===== src/rtl/pwm_speed_capture.sv =====
// -----------------------------------------------------------------------------
// pwm_speed_capture
//
// Receive side of the slice-based H-bridge PWM drive. Samples the motor
// enable/PWM line, measures its high time in slices and recovers the 6-bit
// speed code. It also measures the rising-to-rising period and flags a line
// stuck high (100 % duty) or stuck low (stopped).
//
// Parameters
//   SLICE_LOG2    log2 of one slice in sysclk cycles
//   CNT_W         width of the high-time, period and idle counters
//   TIMEOUT_LOG2  an edge-free interval of 2^TIMEOUT_LOG2 cycles means the
//                 line is stuck (must be < CNT_W)
//
// Ports
//   sysclk        system clock, all logic on the rising edge
//   rst_n         asynchronous active-low reset
//   pwm_in        asynchronous PWM/enable line
//   speed         decoded speed code (0..63)
//   speed_valid   one-cycle pulse when speed is updated
//   period        last rising-to-rising period, in cycles
//   period_valid  one-cycle pulse when period is updated
//   saturated     line stuck high
//   stopped       line stuck low, or no edge seen since reset
// -----------------------------------------------------------------------------
module pwm_speed_capture #(
  parameter int SLICE_LOG2   = 14,
  parameter int CNT_W        = 22,
  parameter int TIMEOUT_LOG2 = 21
) (
  input  logic             sysclk,
  input  logic             rst_n,
  input  logic             pwm_in,
  output logic [5:0]       speed,
  output logic             speed_valid,
  output logic [CNT_W-1:0] period,
  output logic             period_valid,
  output logic             saturated,
  output logic             stopped
);

  // state | meaning
  // ------+--------------------------------------------------------------
  // IDLE  | no reference rise yet (after reset or a stuck-low timeout)
  // HIGH  | line high, counting high time and period
  // LOW   | line low, counting the rest of the period
  localparam logic [1:0] ST_IDLE = 2'd0;
  localparam logic [1:0] ST_HIGH = 2'd1;
  localparam logic [1:0] ST_LOW  = 2'd2;

  localparam logic [CNT_W-1:0] CNT_ONE = {{(CNT_W-1){1'b0}}, 1'b1};
  localparam logic [CNT_W-1:0] CNT_MAX = {CNT_W{1'b1}};

  // The timeout fires in the cycle the idle timer sits one below
  // 2^TIMEOUT_LOG2, so the registered flags appear as it reaches that value.
  localparam logic [CNT_W-1:0] IDLE_LAST =
    {{(CNT_W-TIMEOUT_LOG2){1'b0}}, {TIMEOUT_LOG2{1'b1}}};

  // Half a slice, used to round the high time to the nearest slice.
  localparam logic [CNT_W:0] HALF_SLICE =
    {{(CNT_W+1-SLICE_LOG2){1'b0}}, 1'b1, {(SLICE_LOG2-1){1'b0}}};

  localparam logic [CNT_W:0] Q_MAX = (CNT_W+1)'(64);

  function automatic logic [CNT_W-1:0] sat_inc(input logic [CNT_W-1:0] v);
    return (v == CNT_MAX) ? v : v + CNT_ONE;
  endfunction

  // ---------------------------------------------------------------------------
  // Input synchronizer and edge detect
  // ---------------------------------------------------------------------------
  logic r_sync1;
  logic r_p_s;
  logic r_p_d;

  always_ff @(posedge sysclk or negedge rst_n) begin
    if (!rst_n) begin
      r_sync1 <= 1'b0;
      r_p_s   <= 1'b0;
      r_p_d   <= 1'b0;
    end else begin
      r_sync1 <= pwm_in;
      r_p_s   <= r_sync1;
      r_p_d   <= r_p_s;
    end
  end

  logic w_rise;
  logic w_fall;
  logic w_edge;

  assign w_rise = r_p_s & ~r_p_d;
  assign w_fall = ~r_p_s & r_p_d;
  assign w_edge = w_rise | w_fall;

  // ---------------------------------------------------------------------------
  // Idle timer
  // ---------------------------------------------------------------------------
  logic [CNT_W-1:0] r_idle_cnt;
  logic             w_timeout;

  always_ff @(posedge sysclk or negedge rst_n) begin
    if (!rst_n) begin
      r_idle_cnt <= '0;
    end else if (w_edge) begin
      r_idle_cnt <= '0;
    end else begin
      r_idle_cnt <= sat_inc(r_idle_cnt);
    end
  end

  // An edge in the same cycle wins over the timeout.
  assign w_timeout = ~w_edge && (r_idle_cnt == IDLE_LAST);

  // ---------------------------------------------------------------------------
  // Speed decode: round high time to slices, clamp to 1..64, subtract one
  // ---------------------------------------------------------------------------
  logic [CNT_W-1:0] r_hi_cnt;
  logic [CNT_W-1:0] r_per_cnt;
  logic [CNT_W:0]   w_round_sum;
  logic [CNT_W:0]   w_q;
  logic [5:0]       w_speed_dec;

  // One extra bit keeps the rounding add from overflowing a saturated count.
  assign w_round_sum = {1'b0, r_hi_cnt} + HALF_SLICE;
  assign w_q         = w_round_sum >> SLICE_LOG2;

  always_comb begin
    w_speed_dec = 6'd0;
    if (w_q >= Q_MAX) begin
      w_speed_dec = 6'd63;
    end else if (w_q != '0) begin
      w_speed_dec = w_q[5:0] - 6'd1;
    end
  end

  // ---------------------------------------------------------------------------
  // FSM, counters and outputs
  // ---------------------------------------------------------------------------
  logic [1:0]       r_state;
  logic [5:0]       r_speed;
  logic             r_speed_valid;
  logic [CNT_W-1:0] r_period;
  logic             r_period_valid;
  logic             r_saturated;
  logic             r_stopped;

  always_ff @(posedge sysclk or negedge rst_n) begin
    if (!rst_n) begin
      r_state        <= ST_IDLE;
      r_hi_cnt       <= '0;
      r_per_cnt      <= '0;
      r_speed        <= 6'd0;
      r_speed_valid  <= 1'b0;
      r_period       <= '0;
      r_period_valid <= 1'b0;
      r_saturated    <= 1'b0;
      r_stopped      <= 1'b1;
    end else begin
      r_speed_valid  <= 1'b0;
      r_period_valid <= 1'b0;

      case (r_state)
        ST_IDLE: begin
          // The first rise only arms the period measurement.
          if (w_rise) begin
            r_state   <= ST_HIGH;
            r_hi_cnt  <= CNT_ONE;
            r_per_cnt <= CNT_ONE;
            r_stopped <= 1'b0;
          end
        end

        ST_HIGH: begin
          // The period counter keeps running through the fall cycle so that
          // it equals the rise-to-rise distance at the next rise.
          r_per_cnt <= sat_inc(r_per_cnt);
          if (w_fall) begin
            r_state       <= ST_LOW;
            r_speed       <= w_speed_dec;
            r_speed_valid <= 1'b1;
            r_saturated   <= 1'b0;
          end else begin
            r_hi_cnt <= sat_inc(r_hi_cnt);
            if (w_timeout && !r_saturated) begin
              r_saturated   <= 1'b1;
              r_speed       <= 6'd63;
              r_speed_valid <= 1'b1;
            end
          end
        end

        ST_LOW: begin
          if (w_rise) begin
            r_state        <= ST_HIGH;
            r_period       <= r_per_cnt;
            r_period_valid <= 1'b1;
            r_hi_cnt       <= CNT_ONE;
            r_per_cnt      <= CNT_ONE;
            r_stopped      <= 1'b0;
          end else if (w_timeout) begin
            r_state   <= ST_IDLE;
            r_stopped <= 1'b1;
          end else begin
            r_per_cnt <= sat_inc(r_per_cnt);
          end
        end

        default: begin
          r_state <= ST_IDLE;
        end
      endcase
    end
  end

  assign speed        = r_speed;
  assign speed_valid  = r_speed_valid;
  assign period       = r_period;
  assign period_valid = r_period_valid;
  assign saturated    = r_saturated;
  assign stopped      = r_stopped;

endmodule


===== config.mk =====
export PLATFORM = sky130hd
export DESIGN_NAME = pwm_speed_capture
export DESIGN_NICKNAME = d
export VERILOG_FILES = /design/src/rtl/pwm_speed_capture.sv
export SDC_FILE = /design/constraint.sdc
export NUM_CORES = 1
export LEC_CHECK = 0
export CAP_MARGIN = 20
export CORE_AREA = 8 8 160 162
export CTS_CLUSTER_DIAMETER = 60
export DETAILED_ROUTE_END_ITERATION = 6
export DIE_AREA = 0 0 168 170
export GPL_TIMING_DRIVEN = 0
export PLACE_DENSITY = 0.51
export SYNTH_ARGS = -nofsm -noshare
export SYNTH_HDL_FRONTEND = slang
export SYNTH_SLANG_ARGS = --single-unit
export TNS_END_PERCENT = 50

===== constraint.sdc =====
create_clock -name sysclk -period 6.35 [get_ports sysclk]
set_clock_uncertainty 0.2 [all_clocks]
set_input_delay 1.27 -clock sysclk [delete_from_list [all_inputs] [get_ports sysclk]]
set_output_delay 1.27 -clock sysclk [all_outputs]
set_load 0.1 [all_outputs]

==> impl_metrics.toml, run 1 <==
[clocking]
ctsHoldBuffers = 0
cts-resized-gates = 0
clock-sinks = 103
cts_tree = "done"
clkTransAtPathRegs_ps = 70
cts_max_level = 3
clk_latency_ps = 360
clk_path_buf_depth = 2
post_cts_buffers = 0
clock-root-buffer = "clkbuf_16"
cts_buffers = 9

[logic_synthesis]
netlist_top_cells_area = "dfrtp_1 (45%), mux2_2 (4.2%), nand3_1 (3.3%)"
yosysTopAreaCell = "dfrtp_1"
async_flop_share_pct = 100
synth.top_cells.by_count = "dfrtp_1 (102), nand2_1 (39), nand3_1 (37)"
synth-edff-count = 0
avgSynthCellArea_um2 = 9.77
netlist.area_leader.share_pct = 44.9
ys_seq_elements = 103
yosysWarnings = 0
synth.most_common_cell = "dfrtp_1"
synth_cells = 582
syn_area_mm2 = 0.00569
synthFlopType = "dfrtp_1"
synth_nets = 596
ys_seq_area_share_pct = 45.3
synth_cell_types = 68

[pwr]
internal-power_mw = 1.23
p_sw_mw = 0.768
seqPwrFrac_pct = 37.7
switching_share_pct = 38.4
p_per_area_mw_per_mm2 = 297
peakVddDrop_v = 0.000221
clock_power_share_pct = 29.5
power.leakage_nw = 2.77
combPwrFrac_pct = 32.8

[detailed_routing]
viasPerCell = 5.00
drt-total-wl_um = 13900
drc = 0
vias = 4616
drt_iter0_markers = 245
ant_nets = 0
wl_per_cell_um = 15.0
firstDrtPassIters = 5

[worst_setup_path]
crit_chain = "clkdlybuf4s50_1"
critPathTopFamily = "buffers and inverters"
arrival_ps = 2100
cp_slowest_cell = "clkdlybuf4s50_1"
path_max_fanout = 3
cp_num_buf_inv = 1
cp-end-kind = "output port"
cp.required_ps = 4880
crit_type = "reg -> out"
cp_slowest_stage_delay_ps = 1180
startpoint_type = "register"

[sta]
slew_headroom_pct = 29.6
finalCritPeriodShare_pct = 56.3
rsz0062_at_grt = "no"
setup_viol = 0
post-route-min-period_ps = 3570
drv_slew = 0
worstMarginPinSlew_ps = 1050
holdWs_ps = 155
setup_ws_ps = 2780
fmax_mhz = 280
hold_violations = 0

[global_routing]
grt_pass1_vias = 4478
grt_use_total_pct = 10.1
grt_remaining_overflow = 0
grt_max_degree = 57
antenna_found_initial = 0
grt_pass1_wl_um = 23700

[job]
cap_violations = 0

[floorplanning]
start_util_pct = 24.7
row_count = 56
die_w_um = 168
die_y_um = 170
coreArea_mm2 = 0.0231
die_area_mm2 = 0.0286
io_pins = 35

[final_layout]
nNetsFinal = 643
drive_above_1_share_pct = 10.6
antenna_cells = 0
finish.utilization_pct = 29.2
areaGrowthSynthToFinish_pct = 18.5

[status]
outcome = "finished, final reports clean"

[placement]
dp_hpwl_um = 9840
gp_congestion = 0.801
post-place-ws_ps = 3150
portBuffers = 34

[worst_hold_path]
hold_class = "reg -> reg"
through the flow:
| step | instance area [um2] | setup TNS (ps) | cells | power [mW] |
|---|---|---|---|---|
| 2_1_floorplan | 5690 | 0 | 582 | 1.24 |
| 3_3_place_gp | 6390 | -50050 | 906 | 1.42 |
| 3_5_place_dp | 6410 | 0 | 907 | 1.43 |
| 4_1_cts | 6730 | 0 | 923 | 2.03 |
| 5_1_grt | 6740 | 0 | 924 | 2.11 |
| 6_report | 6740 | 0 | 924 | 2.00 |
state kept, by name, indices dropped and copies added, names as in the netlist:
name	cells
period	22
period_valid	1
r_hi_cnt	22
r_idle_cnt	22
r_p_d	1
r_p_s	1
r_per_cnt	22
r_state	2
r_sync1	1
saturated	1
speed	6
speed_valid	1
stopped	1
path summary, 6_finish.rpt:
kind | startpoint | to | slack [ps] | cells past startpoint
min in group asynchronous | rst_n | r_hi_cnt[4] | 780 | 1
hold / removal | r_sync1 | r_p_s | 160 | 0
max in group asynchronous | rst_n | period[16] | 4470 | 2
setup / recovery | stopped | stopped | 2780 | 1
hold reg to reg | r_sync1 | r_p_s | 160 | 0
setup reg to reg | r_state[1] | r_hi_cnt[3] | 3390 | 8
layer usage:
metal	track usage [%]	vias up	share of wire (%)
met5	0	-	0
met2	15.6	84	45
met1	13.8	2253	50
met4	2.33	0	0.71
li1	-	2273	-
met3	2.62	6	4.5
power groups by stage:
| stage | sequential, mW | clock [mW] | combinational [mW] |
|---|---|---|---|
| floorplan | 0.957 | 0 | 0.284 |
| global placement | 0.767 | 0 | 0.658 |
| detailed placement | 0.766 | 0 | 0.664 |
| CTS | 0.754 | 0.612 | 0.665 |
| global route | 0.762 | 0.637 | 0.712 |
| finish | 0.754 | 0.589 | 0.656 |
final cells by class:
cell class	count	area, um2
Clock inverter	4	51.3
Sequential cell	103	2580
Fill cell	2379	16300
Timing Repair Buffer	36	370
Clock buffer	12	267
Tap cell	290	363
Multi-Input combinational cell	433	2920
Inverter	19	71.3
Buffer	27	119
layout by cell type, fill, tap and decap left out, types with 18 or more instances in the layout:
cell / n
a21oi_1: 31
and2_1: 23
clkbuf_1: 18
clkdlybuf4s50_1: 33
dfrtp_1: 102
inv_1: 19
mux2_2: 21
nand2_1: 39
nand3_1: 37
nand4_1: 20
nor2_1: 31
o21ai_0: 32
o31ai_1: 18
cells by family (layout without fill, tap and decap cells):
kind of cell | Yosys count | count (layout) | synth area share, %
fa+ha+maj | 11 | 11 | 2.42
simple gates | 221 | 221 | 21.6
xor+xnor | 26 | 26 | 4.00
buf+inv | 46 | 98 | 3.34
mux | 25 | 25 | 4.86
flops | 103 | 103 | 45.3
compound gates | 150 | 150 | 18.4
No activity file was read; power rests on OpenSTA's default activity.
==> run 2: changes to the inputs <==
clock period = 3.4 ns   (was 6.35 ns; I/O delays follow)
==> results of run 2 <==
The final DEF is identical to that of run 1. Status: finished, final reports clean.
Among the figures that moved: setup slack after placement 3150 ps -> 440 ps; setup slack after layout 2780 ps -> 417 ps; register-to-register setup slack 3390 ps -> 440 ps; total power 2.00 mW -> 3.73 mW; worst IR drop on VDD 0.000221 V -> 0.000413 V
